$ cat config.mk
export PLATFORM = sky130hd
export DESIGN_NAME = ps2_kbd_rx
export DESIGN_NICKNAME = d
export VERILOG_FILES = /design/src/rtl/ps2_kbd_rx.sv
export SDC_FILE = /design/constraint.sdc
export NUM_CORES = 1
export LEC_CHECK = 0
export BUFFER_PORTS_ARGS = -buffer_cell sky130_fd_sc_hd__buf_2
export CORE_ASPECT_RATIO = 0.9
export CORE_MARGIN = 2
export CORE_UTILIZATION = 53
export DETAILED_ROUTE_END_ITERATION = 16
export PLACE_DENSITY = 0.76
export RECOVER_POWER = 50
export REMOVE_ABC_BUFFERS = 1
export SLEW_MARGIN = 30
export SYNTH_ARGS = -nofsm -noshare
export SYNTH_HDL_FRONTEND = slang
export SYNTH_SLANG_ARGS = --single-unit
$ cat constraint.sdc
create_clock -name clock -period 3 [get_ports clock]
set_clock_uncertainty 0.15 [all_clocks]
set_input_delay 0.3 -clock clock [delete_from_list [all_inputs] [get_ports clock]]
set_output_delay 0.3 -clock clock [all_outputs]
set_load 0.02 [all_outputs]
$ cat src/rtl/ps2_kbd_rx.sv
// ps2_kbd_rx: PS/2 keyboard receiver (sync + run-length filter + 11-bit frame deserialiser).
// Define PS2_PARITY_CHECK_EN to drop frames with bad odd parity; otherwise only the stop bit is checked.
module ps2_kbd_rx #(
  parameter int FILTER      = 8,
  parameter int TIMEOUT_CYC = 25000
) (
  input  logic       clock,
  input  logic       reset_n,
  input  logic       ps2_clk,
  input  logic       ps2_dat,
  output logic [7:0] kdata,
  output logic       kdone,
  output logic       kerr
);
  localparam int CW = $clog2(FILTER);
  typedef enum logic [1:0] {IDLE, DATA, PARITY, STOP} state_t;
  logic [1:0] raw, f;
  assign raw = {ps2_dat, ps2_clk};
  // bit 0 = clock line, bit 1 = data line; both idle high out of reset
  for (genvar i = 0; i < 2; i++) begin : g_filt
    logic s1, s2, fl;
    logic [CW-1:0] cnt;
    always_ff @(posedge clock or negedge reset_n)
      if (!reset_n) begin
        s1  <= 1'b1;
        s2  <= 1'b1;
        fl  <= 1'b1;
        cnt <= '0;
      end else begin
        s1 <= raw[i];
        s2 <= s1;
        if (s2 == fl) cnt <= '0;
        else if (cnt == CW'(FILTER - 1)) begin
          fl  <= s2;
          cnt <= '0;
        end else cnt <= cnt + 1'b1;
      end
    assign f[i] = fl;
  end
  state_t      state, state_n;
  logic        clk_q, fall, dat;
  logic [7:0]  sreg, sreg_n, kdata_n;
  logic [2:0]  bitcnt, bitcnt_n;
  logic        par_ok, par_n, kdone_n, kerr_n;
  logic [15:0] tcnt, tcnt_n;
  assign fall = clk_q & ~f[0];
  assign dat  = f[1];
  always_ff @(posedge clock or negedge reset_n)
    if (!reset_n) begin
      state  <= IDLE;
      clk_q  <= 1'b1;
      sreg   <= '0;
      bitcnt <= '0;
      par_ok <= 1'b0;
      tcnt   <= '0;
      kdata  <= '0;
      kdone  <= 1'b0;
      kerr   <= 1'b0;
    end else begin
      state  <= state_n;
      clk_q  <= f[0];
      sreg   <= sreg_n;
      bitcnt <= bitcnt_n;
      par_ok <= par_n;
      tcnt   <= tcnt_n;
      kdata  <= kdata_n;
      kdone  <= kdone_n;
      kerr   <= kerr_n;
    end
  always_comb begin
    state_n  = state;
    sreg_n   = sreg;
    bitcnt_n = bitcnt;
    par_n    = par_ok;
    kdata_n  = kdata;
    kdone_n  = 1'b0;
    kerr_n   = 1'b0;
    tcnt_n   = (fall || state == IDLE) ? '0 : tcnt + 16'd1;
    if (fall) begin
      case (state)
        IDLE: if (!dat) begin
          state_n  = DATA;
          bitcnt_n = '0;
        end
        DATA: begin
          sreg_n   = {dat, sreg[7:1]};
          bitcnt_n = bitcnt + 3'd1;
          state_n  = (bitcnt == 3'd7) ? PARITY : DATA;
        end
        PARITY: begin
`ifdef PS2_PARITY_CHECK_EN
          par_n = ^sreg ^ dat;
`else
          par_n = 1'b1;
`endif
          state_n = STOP;
        end
        STOP: begin
          state_n = IDLE;
          kdone_n = dat & par_ok;
          kerr_n  = ~(dat & par_ok);
          kdata_n = (dat & par_ok) ? sreg : kdata;
        end
        default: state_n = IDLE;
      endcase
    end else if (state != IDLE && tcnt == 16'(TIMEOUT_CYC - 1)) begin
      // a fall in the same cycle takes precedence, hence the else
      state_n = IDLE;
      kerr_n  = 1'b1;
      tcnt_n  = '0;
    end
  end
endmodule

==> summary.json <==
{
  "core-area": {"value": 4101, "unit": "um^2"},
  "synthesis.area": {"value": 2268, "unit": "um^2"},
  "report.final.setup_viol": {"value": 0},
  "antenna_cells": {"value": 0},
  "totalWireLength": {"value": 3684, "unit": "um"},
  "quantity_of_i_o_buffers_inserted_on_ports": {"value": 13},
  "antenna_found_initial": {"value": 0},
  "postSynthCellCount": {"value": 181},
  "post_synth_num_cell_types": {"value": 37},
  "timing.critical_path.required": {"value": 3020, "unit": "ps"},
  "worst_setup_sp_type": {"value": "flop"},
  "timing.final.hold_violations": {"value": 0},
  "tritoncts.num_buffers": {"value": 5},
  "remaining_drc_errors": {"value": 0},
  "average_routed_wire_per_standard_cell": {"value": 14.98, "unit": "um"},
  "detailedPlacementHpwl": {"value": 2435, "unit": "um"},
  "worst_setup_ep_type": {"value": "flop"},
  "grt_pass1_wl": {"value": 6430, "unit": "um"},
  "p_leak": {"value": 1.157, "unit": "nW"},
  "grt_start_max_net_pins": {"value": 54},
  "drtIter0Drc": {"value": 70},
  "cts.path.max_buffers": {"value": 2},
  "fin_cells": {"value": 246},
  "mean_cell_area_of_the_mapped_netlist": {"value": 12.53, "unit": "um^2"},
  "die_w": {"value": 72.96, "unit": "um"},
  "gp_routability_congestion": {"value": 0.7977},
  "worst_slew_pin_slew": {"value": 1244, "unit": "ps"},
  "layout.cell_area.non_filler": {"value": 2456, "unit": "um^2"},
  "post_cts_buffers": {"value": 0},
  "firstDrtPassIters": {"value": 4},
  "layout_worst_path_cycle_share": {"value": 0.7631},
  "fmaxAchievable": {"value": 0.4368, "unit": "GHz"},
  "ys_async_sr_fraction": {"value": 1.000},
  "internal_power": {"value": 1.200, "unit": "mW"},
  "grt_util_all_layers": {"value": 0.1779},
  "pwr-share-seq": {"value": 0.541},
  "clkPwrFrac": {"value": 0.283},
  "place_inst": {"value": 235},
  "combinationalPowerShare": {"value": 0.177},
  "synth_area_leader_cell": {"value": "dfrtp_1"},
  "layout_commonest_cell": {"value": "dfrtp_1"},
  "routed_via_density": {"value": 5.504},
  "crit_path_max_incr_delay": {"value": 560, "unit": "ps"},
  "fin_nets": {"value": 208},
  "outcome": {"value": "finished, final reports clean"},
  "clkSinkCount": {"value": 53},
  "area.growth.synth_to_final": {"value": 8.274, "unit": "%"},
  "standard_cell_row_count": {"value": 22},
  "ir_drop": {"value": 0.0004371, "unit": "V"},
  "worstSkewPairLatency": {"value": 310, "unit": "ps"},
  "via_count": {"value": 1354},
  "final_layout_size_suffix_gt1_frac": {"value": 0.2475},
  "synth_warnings": {"value": 0},
  "htree_levels": {"value": 2},
  "dpl-instance-area": {"value": 2321, "unit": "um^2"},
  "whs": {"value": 208.2, "unit": "ps"},
  "cts_tree": {"value": "built"},
  "number_of_violations_of_the_max_capacitance_limit": {"value": 0},
  "timing.setup.critical_path_class": {"value": "flop to flop"},
  "worst_hold_path_type": {"value": "flop to flop"},
  "route.antenna.remaining_nets": {"value": 0},
  "worstPathArrival": {"value": 2310, "unit": "ps"},
  "timing.final.max_slew_violations": {"value": 0},
  "crit_chain": {"value": "or4_1 -> nor4_2 -> or3_1 -> nor2_1"},
  "floorplan.initialDensity": {"value": 0.5531},
  "finalSetupTns": {"value": 0, "unit": "ps"},
  "p_sw": {"value": 0.4731, "unit": "mW"},
  "period_needed": {"value": 2289, "unit": "ps"},
  "number_of_global_route_vias_before_repair": {"value": 1363},
  "proportion_of_netlist_area_held_by_the_largest_area_contributor": {"value": 0.5074},
  "final_core_util": {"value": 0.5988},
  "critical_path_peak_fanout": {"value": 16},
  "clk_pin_slew": {"value": 90, "unit": "ps"},
  "unrepaired_setup_endpoints_after_global_routing": {"value": "false"},
  "synth.top_cells.by_area": {"value": "dfrtp_1 (51%), mux2_2 (8.9%), dfstp_2 (8.1%)"},
  "postSynthRegisterBits": {"value": 53},
  "overflow": {"value": 0},
  "synth_seq_area_share": {"value": 0.5885},
  "synth-edff-count": {"value": 0},
  "io_pins": {"value": 14},
  "yosys_most_used_dff": {"value": "dfrtp_1"},
  "clk_root_buffer_cell": {"value": "clkbuf_8"},
  "powerDensity": {"value": 681.1, "unit": "nW/um^2"},
  "maxSlewHeadroom": {"value": 0.1710},
  "switching_share": {"value": 0.2828},
  "critical-path-slowest-cell": {"value": "or4_1"},
  "layout.cells.most_common_list": {"value": "dfrtp_1 (46), nor2_1 (24), mux2_2 (18)"},
  "die_h": {"value": 66.07, "unit": "um"},
  "die-area": {"value": 4820, "unit": "um^2"}
}
==> metrics by stage <==
stage	setup WS, ps	power, mW
floorplan	991.6	1.119
global placement	849.0	1.177
detailed placement	753.8	1.212
CTS	730.5	1.687
global route	549.8	1.774
finish	710.7	1.673
==> repair_timing <==
item	4_1_cts	5_1_grt
hold endpoints to repair	48	0
resized for setup	0	0
hold buffers	3	0
==> power groups by stage <==
| stage | Sequential [mW] | Combinational [mW] | Clock, mW |
|---|---|---|---|
| finish | 0.904 | 0.296 | 0.473 |
| global route | 0.919 | 0.344 | 0.512 |
| CTS | 0.906 | 0.301 | 0.480 |
| detailed placement | 0.918 | 0.293 | 0 |
| global placement | 0.906 | 0.271 | 0 |
| floorplan | 0.893 | 0.226 | 0 |
==> layout make-up <==
cell class	count	area, um^2
clock buffers	6	72.57
clock inverters	2	35.03
fillers	320	1645
inverters	4	15.01
multi-input cells	117	843.3
flip-flops and latches	53	1335
well taps	48	60.06
repair buffers	16	95.09
==> cells by family (layout without fill, tap and decap cells) <==
kind of cell	after synthesis	after routing	share of synthesized area
compound gates	10	10	0.03310
simple gates	66	66	0.1489
buf+inv	11	28	0.03971
flops	53	53	0.5885
xor+xnor	16	16	0.06178
mux	18	18	0.08935
fa+ha+maj	7	7	0.03861
==> layer usage <==
metal	vias to the layer above	wire length, um	global-route usage
li1	656	-	-
met1	665	1707	0.2446
met2	27	1795	0.2716
met3	6	128	0.04573
met4	0	53	0.06944
met5	-	0	0
==> flip-flops by register name, summed over array words and instances (netlist names) <==
name,flops
bitcnt,3
clk_q,1
dat,1
g_filt.cnt,6
g_filt.fl,1
g_filt.s1,2
g_filt.s2,2
kdata,8
kdone,1
kerr,1
par_ok,1
sreg,8
state,2
tcnt,16
==> worst max-delay path: cells and delay by family, from the launching register on <==
family           cells  cell delay [ps]
DFF                  1              460
and+or+nand+nor      4             1540
==> Yosys cell counts (2+ instances only) <==
library cell and n:
ha_1 7, xor2_1 3, nor3b_1 2, nor4_1 4, nand4_1 6, nand2_1 7, or4_1 2, dfrtp_1 46
nand3_1 6, a22o_1 2, buf_6 3, o21ai_0 2, dfstp_2 7, nor2_1 24, and2_1 2, inv_1 4
nor3_1 5, mux2_2 18, xnor2_1 13
==> worst paths after layout <==
path / endpoint / slack, ps / cells past startpoint / start
worst max-delay path: tcnt[5] / 710 / 4 / tcnt[9]
worst min-delay path: g_filt[0].s2 / 210 / 0 / g_filt[0].s1
worst max register to register: tcnt[5] / 710 / 4 / tcnt[9]
worst min register to register: g_filt[0].s2 / 210 / 0 / g_filt[0].s1
max in group asynchronous: tcnt[7] / 1320 / 2 / reset_n
min in group asynchronous: tcnt[10] / 650 / 2 / reset_n
Note: power is estimated with default switching activity, not from simulation.
